`src/rtl/mc_ctrl_pkg.sv`:
```
// Shared types for the multicycle MIPS control FSM: opcodes, states, datapath select encodings.
// MC_CTRL_BNE_EN adds the bne opcode and its branch-not-equal state.
package mc_ctrl_pkg;

    localparam int OP_W    = 6;
    localparam int STATE_W = 4;

    localparam logic [OP_W-1:0] OP_RTYPE = 6'b000000;
    localparam logic [OP_W-1:0] OP_LW    = 6'b100011;
    localparam logic [OP_W-1:0] OP_SW    = 6'b101011;
    localparam logic [OP_W-1:0] OP_BEQ   = 6'b000100;
    localparam logic [OP_W-1:0] OP_ADDI  = 6'b001000;
    localparam logic [OP_W-1:0] OP_J     = 6'b000010;
    localparam logic [OP_W-1:0] OP_BNE   = 6'b000101;

    typedef enum logic [STATE_W-1:0] {
        S_FETCH  = 4'd0,
        S_DECODE = 4'd1,
        S_MEMADR = 4'd2,
        S_MEMRD  = 4'd3,
        S_MEMWB  = 4'd4,
        S_MEMWR  = 4'd5,
        S_EXEC   = 4'd6,
        S_ALUWB  = 4'd7,
        S_BRANCH = 4'd8,
        S_ADDIEX = 4'd9,
        S_ADDIWB = 4'd10,
        S_JUMP   = 4'd11,
        S_BNEST  = 4'd12
    } state_t;

    typedef enum logic [1:0] {
        ALU_ADD   = 2'b00,
        ALU_SUB   = 2'b01,
        ALU_FUNCT = 2'b10
    } alu_op_t;

    typedef enum logic [1:0] {
        SRCB_REG      = 2'b00,
        SRCB_FOUR     = 2'b01,
        SRCB_SEXT     = 2'b10,
        SRCB_SEXT_SH2 = 2'b11
    } alu_src_b_t;

    typedef enum logic [1:0] {
        PCSRC_ALU    = 2'b00,
        PCSRC_ALUOUT = 2'b01,
        PCSRC_JUMP   = 2'b10
    } pc_src_t;

    typedef struct packed {
        logic       ir_write;
        logic       pc_write;
        logic       branch;
`ifdef MC_CTRL_BNE_EN
        logic       branch_ne;
`endif
        logic       iord;
        logic       mem_req;
        logic       mem_write;
        logic       reg_write;
        logic       reg_dst;
        logic       mem_to_reg;
        logic       alu_src_a;
        alu_src_b_t alu_src_b;
        alu_op_t    alu_op;
        pc_src_t    pc_src;
        logic       illegal_op;
    } ctrl_word_t;

    function automatic ctrl_word_t ctrl_idle();
        ctrl_word_t c;
        c.ir_write   = 1'b0;
        c.pc_write   = 1'b0;
        c.branch     = 1'b0;
`ifdef MC_CTRL_BNE_EN
        c.branch_ne  = 1'b0;
`endif
        c.iord       = 1'b0;
        c.mem_req    = 1'b0;
        c.mem_write  = 1'b0;
        c.reg_write  = 1'b0;
        c.reg_dst    = 1'b0;
        c.mem_to_reg = 1'b0;
        c.alu_src_a  = 1'b0;
        c.alu_src_b  = SRCB_REG;
        c.alu_op     = ALU_ADD;
        c.pc_src     = PCSRC_ALU;
        c.illegal_op = 1'b0;
        return c;
    endfunction

    function automatic logic op_is_legal(input logic [OP_W-1:0] op);
        logic legal;
        case (op)
            OP_RTYPE, OP_LW, OP_SW, OP_BEQ, OP_ADDI, OP_J: legal = 1'b1;
`ifdef MC_CTRL_BNE_EN
            OP_BNE:                                        legal = 1'b1;
`endif
            default:                                       legal = 1'b0;
        endcase
        return legal;
    endfunction

endpackage

```
`src/rtl/mc_ctrl_fsm_if.sv`:
```
// Control bundle between the multicycle FSM (master) and the datapath (slave).
// MC_CTRL_BNE_EN adds branch_ne; pc_en is the datapath's combined PC load enable.
interface mc_ctrl_fsm_if;
    import mc_ctrl_pkg::*;

    logic [OP_W-1:0] op;
    logic            zero;
    logic            mem_ready;
    logic            ir_write;
    logic            pc_write;
    logic            branch;
`ifdef MC_CTRL_BNE_EN
    logic            branch_ne;
`endif
    logic            iord;
    logic            mem_req;
    logic            mem_write;
    logic            reg_write;
    logic            reg_dst;
    logic            mem_to_reg;
    logic            alu_src_a;
    logic [1:0]      alu_src_b;
    logic [1:0]      alu_op;
    logic [1:0]      pc_src;
    logic            illegal_op;
    logic            pc_en;

`ifdef MC_CTRL_BNE_EN
    assign pc_en = pc_write | (branch & zero) | (branch_ne & ~zero);
`else
    assign pc_en = pc_write | (branch & zero);
`endif

    modport master (
        input  op, zero, mem_ready,
        output ir_write, pc_write, branch,
`ifdef MC_CTRL_BNE_EN
        output branch_ne,
`endif
        output iord, mem_req, mem_write, reg_write, reg_dst, mem_to_reg,
        output alu_src_a, alu_src_b, alu_op, pc_src, illegal_op
    );

    modport slave (
        output op, zero, mem_ready,
        input  ir_write, pc_write, branch,
`ifdef MC_CTRL_BNE_EN
        input  branch_ne,
`endif
        input  iord, mem_req, mem_write, reg_write, reg_dst, mem_to_reg,
        input  alu_src_a, alu_src_b, alu_op, pc_src, illegal_op, pc_en
    );

endinterface

```
`src/rtl/mc_ctrl_outdec.sv`:
```
// Combinational state -> control word decoder for the multicycle FSM.
// MC_CTRL_BNE_EN enables decoding of the BNEST state.
module mc_ctrl_outdec
    import mc_ctrl_pkg::*;
(
    input  state_t          i_state,
    input  logic [OP_W-1:0] i_op,
    input  logic            i_mem_ready,
    input  logic            i_rst_n,
    output ctrl_word_t      o_ctrl
);

    ctrl_word_t w_raw;

    // Per-state control pattern; unknown encodings leave everything idle.
    always_comb begin
        w_raw = ctrl_idle();
        unique case (i_state)
            S_FETCH: begin
                w_raw.mem_req   = 1'b1;
                w_raw.alu_src_b = SRCB_FOUR;
                w_raw.ir_write  = i_mem_ready;
                w_raw.pc_write  = i_mem_ready;
            end
            S_DECODE: begin
                w_raw.alu_src_b  = SRCB_SEXT_SH2;
                w_raw.illegal_op = ~op_is_legal(i_op);
            end
            S_MEMADR, S_ADDIEX: begin
                w_raw.alu_src_a = 1'b1;
                w_raw.alu_src_b = SRCB_SEXT;
            end
            S_MEMRD: begin
                w_raw.mem_req = 1'b1;
                w_raw.iord    = 1'b1;
            end
            S_MEMWB: begin
                w_raw.reg_write  = 1'b1;
                w_raw.mem_to_reg = 1'b1;
            end
            S_MEMWR: begin
                w_raw.mem_req   = 1'b1;
                w_raw.mem_write = 1'b1;
                w_raw.iord      = 1'b1;
            end
            S_EXEC: begin
                w_raw.alu_src_a = 1'b1;
                w_raw.alu_op    = ALU_FUNCT;
            end
            S_ALUWB: begin
                w_raw.reg_write = 1'b1;
                w_raw.reg_dst   = 1'b1;
            end
            S_BRANCH: begin
                w_raw.alu_src_a = 1'b1;
                w_raw.alu_op    = ALU_SUB;
                w_raw.branch    = 1'b1;
                w_raw.pc_src    = PCSRC_ALUOUT;
            end
`ifdef MC_CTRL_BNE_EN
            S_BNEST: begin
                w_raw.alu_src_a = 1'b1;
                w_raw.alu_op    = ALU_SUB;
                w_raw.branch_ne = 1'b1;
                w_raw.pc_src    = PCSRC_ALUOUT;
            end
`endif
            S_ADDIWB: begin
                w_raw.reg_write = 1'b1;
            end
            S_JUMP: begin
                w_raw.pc_write = 1'b1;
                w_raw.pc_src   = PCSRC_JUMP;
            end
            default: begin
                w_raw = ctrl_idle();
            end
        endcase
    end

    // Reset gates the write enables immediately, without waiting for a clock.
    always_comb begin
        o_ctrl           = w_raw;
        o_ctrl.ir_write  = w_raw.ir_write  & i_rst_n;
        o_ctrl.pc_write  = w_raw.pc_write  & i_rst_n;
        o_ctrl.reg_write = w_raw.reg_write & i_rst_n;
        o_ctrl.mem_req   = w_raw.mem_req   & i_rst_n;
    end

endmodule

```
`src/rtl/mc_ctrl_fsm.sv`:
```
// Multicycle MIPS main control FSM: state register and next-state logic only.
// MC_CTRL_BNE_EN adds the bne instruction (DECODE -> BNEST) and the branch_ne output.
module mc_ctrl_fsm
    import mc_ctrl_pkg::*;
(
    input  logic      clk,
    input  logic      rst_n,
    mc_ctrl_fsm_if.master bus
);

    state_t     r_state;
    ctrl_word_t w_ctrl;

    // State register; memory states wait on mem_ready, others advance every cycle.
    always_ff @(posedge clk or negedge rst_n) begin
        if (!rst_n) begin
            r_state <= S_FETCH;
        end else begin
            unique case (r_state)
                S_FETCH:  r_state <= bus.mem_ready ? S_DECODE : S_FETCH;
                S_DECODE: begin
                    case (bus.op)
                        OP_LW, OP_SW: r_state <= S_MEMADR;
                        OP_RTYPE:     r_state <= S_EXEC;
                        OP_BEQ:       r_state <= S_BRANCH;
                        OP_ADDI:      r_state <= S_ADDIEX;
                        OP_J:         r_state <= S_JUMP;
`ifdef MC_CTRL_BNE_EN
                        OP_BNE:       r_state <= S_BNEST;
`endif
                        default:      r_state <= S_FETCH;
                    endcase
                end
                S_MEMADR: r_state <= (bus.op == OP_LW) ? S_MEMRD : S_MEMWR;
                S_MEMRD:  r_state <= bus.mem_ready ? S_MEMWB : S_MEMRD;
                S_MEMWR:  r_state <= bus.mem_ready ? S_FETCH : S_MEMWR;
                S_EXEC:   r_state <= S_ALUWB;
                S_ADDIEX: r_state <= S_ADDIWB;
                S_MEMWB, S_ALUWB, S_ADDIWB, S_BRANCH, S_JUMP: r_state <= S_FETCH;
                default:  r_state <= S_FETCH;
            endcase
        end
    end

    mc_ctrl_outdec u_outdec (
        .i_state     (r_state),
        .i_op        (bus.op),
        .i_mem_ready (bus.mem_ready),
        .i_rst_n     (rst_n),
        .o_ctrl      (w_ctrl)
    );

    assign bus.ir_write   = w_ctrl.ir_write;
    assign bus.pc_write   = w_ctrl.pc_write;
    assign bus.branch     = w_ctrl.branch;
`ifdef MC_CTRL_BNE_EN
    assign bus.branch_ne  = w_ctrl.branch_ne;
`endif
    assign bus.iord       = w_ctrl.iord;
    assign bus.mem_req    = w_ctrl.mem_req;
    assign bus.mem_write  = w_ctrl.mem_write;
    assign bus.reg_write  = w_ctrl.reg_write;
    assign bus.reg_dst    = w_ctrl.reg_dst;
    assign bus.mem_to_reg = w_ctrl.mem_to_reg;
    assign bus.alu_src_a  = w_ctrl.alu_src_a;
    assign bus.alu_src_b  = w_ctrl.alu_src_b;
    assign bus.alu_op     = w_ctrl.alu_op;
    assign bus.pc_src     = w_ctrl.pc_src;
    assign bus.illegal_op = w_ctrl.illegal_op;

endmodule

```
`src/flat_wrapper.sv`:
```
// flat-port wrapper written by rule: the top's interface ports become plain ports
module mc_ctrl_fsm_flat import mc_ctrl_pkg::*;
  (clk, rst_n, bus_op, bus_zero, bus_mem_ready, bus_ir_write, bus_pc_write, bus_branch, bus_iord, bus_mem_req, bus_mem_write, bus_reg_write, bus_reg_dst, bus_mem_to_reg, bus_alu_src_a, bus_alu_src_b, bus_alu_op, bus_pc_src, bus_illegal_op);
  mc_ctrl_fsm_if bus_i ();
  input  logic clk;
  input  logic rst_n;
  input wire logic [$bits(bus_i.op)-1:0] bus_op;
  input wire logic [$bits(bus_i.zero)-1:0] bus_zero;
  input wire logic [$bits(bus_i.mem_ready)-1:0] bus_mem_ready;
  output wire logic [$bits(bus_i.ir_write)-1:0] bus_ir_write;
  output wire logic [$bits(bus_i.pc_write)-1:0] bus_pc_write;
  output wire logic [$bits(bus_i.branch)-1:0] bus_branch;
  output wire logic [$bits(bus_i.iord)-1:0] bus_iord;
  output wire logic [$bits(bus_i.mem_req)-1:0] bus_mem_req;
  output wire logic [$bits(bus_i.mem_write)-1:0] bus_mem_write;
  output wire logic [$bits(bus_i.reg_write)-1:0] bus_reg_write;
  output wire logic [$bits(bus_i.reg_dst)-1:0] bus_reg_dst;
  output wire logic [$bits(bus_i.mem_to_reg)-1:0] bus_mem_to_reg;
  output wire logic [$bits(bus_i.alu_src_a)-1:0] bus_alu_src_a;
  output wire logic [$bits(bus_i.alu_src_b)-1:0] bus_alu_src_b;
  output wire logic [$bits(bus_i.alu_op)-1:0] bus_alu_op;
  output wire logic [$bits(bus_i.pc_src)-1:0] bus_pc_src;
  output wire logic [$bits(bus_i.illegal_op)-1:0] bus_illegal_op;
  assign bus_i.op = bus_op;
  assign bus_i.zero = bus_zero;
  assign bus_i.mem_ready = bus_mem_ready;
  assign bus_ir_write = bus_i.ir_write;
  assign bus_pc_write = bus_i.pc_write;
  assign bus_branch = bus_i.branch;
  assign bus_iord = bus_i.iord;
  assign bus_mem_req = bus_i.mem_req;
  assign bus_mem_write = bus_i.mem_write;
  assign bus_reg_write = bus_i.reg_write;
  assign bus_reg_dst = bus_i.reg_dst;
  assign bus_mem_to_reg = bus_i.mem_to_reg;
  assign bus_alu_src_a = bus_i.alu_src_a;
  assign bus_alu_src_b = bus_i.alu_src_b;
  assign bus_alu_op = bus_i.alu_op;
  assign bus_pc_src = bus_i.pc_src;
  assign bus_illegal_op = bus_i.illegal_op;
  mc_ctrl_fsm u_core (.clk(clk), .rst_n(rst_n), .bus(bus_i));
endmodule
```
`config.mk`:
```
export PLATFORM = sky130hd
export DESIGN_NAME = mc_ctrl_fsm_flat
export DESIGN_NICKNAME = d
export VERILOG_FILES = /design/src/rtl/mc_ctrl_pkg.sv /design/src/rtl/mc_ctrl_fsm_if.sv /design/src/rtl/mc_ctrl_outdec.sv /design/src/rtl/mc_ctrl_fsm.sv /design/src/flat_wrapper.sv
export SDC_FILE = /design/constraint.sdc
export NUM_CORES = 1
export LEC_CHECK = 0
export CORE_UTILIZATION = 34
export CTS_CLUSTER_SIZE = 14
export DETAILED_ROUTE_END_ITERATION = 8
export GPL_TIMING_DRIVEN = 0
export PLACE_DENSITY = 0.72
export SLEW_MARGIN = 10
export SYNTH_ARGS = -nofsm -noshare
export SYNTH_HDL_FRONTEND = slang
export SYNTH_SLANG_ARGS = --single-unit
```
`constraint.sdc`:
```
create_clock -name clk -period 1.6 [get_ports clk]
set_clock_uncertainty 0.1 [all_clocks]
set_input_delay 0.24 -clock clk [delete_from_list [all_inputs] [get_ports clk]]
set_output_delay 0.24 -clock clk [all_outputs]
set_load 0.03 [all_outputs]
```
==> impl_metrics.ini, run 1 <==
[layout]
fin_util = 0.9138
nets = 144
synthToLayoutAreaGrowth_pct = 148.4
top_register = u_core.r_state
final_common_cell = buf_6
largest_reg_flops = 4
antenna_cells = 0
fillers = 60
drive_gt1_frac = 0.6742
largestRegisters = u_core.r_state (4)
final_cell_mix = buf_6, buf_4, clkbuf_4, nor2_1, o211ai_1

[global_routing]
grt-busiest-layer = met2
grt_pass1_vias = 754
use_met1 = 0.3377
overflow = 0
grt_use_total = 0.2602
grt_max_degree = 11
grt_use_met2 = 0.4369
antenna_found_initial = 0
grt_pass1_wl_um = 3601
met3_usage = 0.02586

[floorplanning]
num_io_pins = 27
die_area_mm2 = 0.001815
die_h_um = 42.61
die_w_um = 42.61
core_area_mm2 = 0.001524
rows = 14
initial_core_util = 0.3678

[sta]
hold_viol_final = 0
grt_setup_unrepaired = true
period_share = 1.270
finalMaxSlewViolations = 0
fmax_mhz = 492.2
worstMarginPinSlew_ns = 0.3957
finalSetupViolations = 18
min_period_ns = 2.032
slew_headroom = 0.7358
worst_slack_ns = -0.4316

[critical_path]
reg2reg_to = u_core.r_state[2]
startpoint = u_core.r_state[2]
crit-reg2reg-launch = u_core.r_state[2]
r2r_cells = 6
path_max_fanout = 5
worstPathRequired_ns = 1.26
regToRegSetupSlack_ns = -0.02
worstSetupPathType = flip-flop to output pin
critPathCaptureType = output pin
worstPathArrival_ns = 1.69
cp-endpoint = bus_iord
setup.worst_path.start_class = flip-flop

[clocking]
cts_sinks = 4
ctsHoldBuffers = 0
cts_buffer_depth = 2
cts_tree = done
cts_buffers = 3
h-tree-depth = 1
cts_root_buf = clkbuf_4
clkLatencyLatePin_ns = 0.27
path_clk_slew_ns = 0.05

[pwr]
cellPowerDensity_mw_per_mm2 = 746.2
max-vdd-ir-drop_mv = 0.6166
cellLeakagePower_nw = 0.5949

[run_status]
violations = negative setup slack
status = complete, but fails checks

[place]
place_hpwl_um = 1155
place.port_buffers = 24
gp_congestion = 0.7421
dpl_worst_slack_ns = -0.7596

[yosys]
synth_seq_cells = 4
synth.net_count = 90
ys_types = 35
syn_inst = 80
syn_avg_cell_area_um2 = 7.007
synth_area_um2 = 560.5
synth_seq_area_share = 0.1786
yosys_warnings = 0

[routing]
drtIter0Drc = 20
drt-pass1-iter-count = 4
vias_per_cell = 6.345
wirelength_um = 3319
wl_per_cell_um = 22.43
drc_errors = 0
ant_nets = 0
vias = 939

[min_path]
hold_path_class = primary input to asynchronous set/reset pin

[job]
maxCapViolCount = 0
## what timing repair did
item                       4_1_cts  5_1_grt
buffers inserted                12       13
gates resized for setup        136       35
pin swaps                        9       13
setup endpoints to repair       18       19
gates cloned                     2        0
## layout make-up
cell class | count | area, µm² | share of cell area
Timing Repair Buffer | 50 | 491.7 | 0.3531
Tap cell | 16 | 20.02 | 0.01438
Inverter | 1 | 6.256 | 0.004492
Buffer | 8 | 110.1 | 0.07907
Sequential cell | 4 | 102.6 | 0.07367
Multi-Input combinational cell | 66 | 639.4 | 0.4591
Clock buffer | 3 | 22.52 | 0.01617
## layer usage
| layer | routed length [µm] | vias up |
|---|---|---|
| li1 | - | 402 |
| met1 | 1354 | 463 |
| met2 | 1665 | 58 |
| met3 | 175 | 16 |
| met4 | 123 | 0 |
| met5 | 0 | - |
## logic make-up (layout without fill, tap and decap cells)
| family | count (synthesis) | after routing | share of synthesized area |
|---|---|---|---|
| buffers and inverters | 10 | 62 | 0.08256 |
| DFF | 4 | 4 | 0.1786 |
| and+or+nand+nor | 44 | 44 | 0.4598 |
| xor gates and xnor gates | 3 | 3 | 0.04688 |
| AOI/OAI and AO/OA | 19 | 19 | 0.2322 |
## power breakdown
| part | switching (mW) | leakage (nW) | total [mW] | internal, mW |
|---|---|---|---|---|
| Combinational | 0.376 | 0.530 | 0.742 | 0.366 |
| Sequential | 0.0228 | 0.0512 | 0.137 | 0.114 |
| Clock | 0.0741 | 0.0138 | 0.160 | 0.0861 |
| Total | 0.473 | 0.595 | 1.04 | 0.566 |
## critical path, cell delays in order (launching register included)
cell and delay, ns:
dfrtp_1 0.40, buf_6 0.15, buf_8 0.12, buf_6 0.13, xor2_1 0.22, and3_1 0.25
buf_6 0.15
## per-stage QoR
stage / cell area [µm²] / hold WS (ns) / cells / total power, mW / setup TNS [ns]
final: 1393 / 0.1447 / 148 / 1.039 / -4.221
after global routing: 1393 / 0.1612 / 148 / 1.064 / -4.740
after CTS: 1159 / 0.1738 / 136 / 0.8345 / -2.103
after detailed placement: 929.6 / 0.4215 / 120 / 0.5727 / -8.042
after global placement: 929.6 / 0.4218 / 120 / 0.5689 / -7.943
after floorplan: 669.4 / -0.1556 / 80 / 0.4325 / -0.1869
## synthesized netlist by cell type
library cell  instances  share of area
nor2_1                8          0.054
nor3_1                7          0.062
clkbuf_1              6          0.040
nand2b_1              5          0.056
dfrtp_1               4           0.18
o211ai_1              4          0.054
o21ai_0               4          0.036
a21oi_1               3          0.027
and3_1                3          0.033
nand2_1               3          0.020
a221oi_1              2          0.031
buf_4                 2          0.027
nand3_1               2          0.018
nor2b_1               2          0.022
nor3b_1               2          0.027
nor4b_1               2          0.031
or4_1                 2          0.027
xor2_1                2          0.031
a211oi_1              1          0.013
a21bo_2               1          0.018
a21boi_0              1          0.013
a31oi_1               1          0.011
and2_1                1          0.011
and3_2                1          0.013
and4_1                1          0.016
buf_2                 1         0.0089
inv_1                 1         0.0067
nand3b_1              1          0.013
nor4_1                1          0.011
nor4bb_1              1          0.018
o2111ai_1             1          0.016
o21a_1                1          0.013
or3_1                 1          0.011
or3b_2                1          0.016
xnor2_1               1          0.016
## worst min-delay path by stage
stage	startpoint	end	slack (ns)	depth (start not counted)
floorplan	rst_n	u_core.r_state[0]	-0.16	0
global placement	rst_n	u_core.r_state[1]	0.42	1
detailed placement	rst_n	u_core.r_state[1]	0.42	1
CTS	rst_n	u_core.r_state[1]	0.17	1
global route	rst_n	u_core.r_state[2]	0.16	1
finish	rst_n	u_core.r_state[2]	0.14	1
Power figures use the tool's default switching activity.
==> inputs of run 2 (changes only) <==
- CTS_BUF_LIST: default -> sky130_fd_sc_hd__clkbuf_4 sky130_fd_sc_hd__clkbuf_8
==> results of run 2 <==
The final DEF is identical to that of run 1; final timing and power are the same.
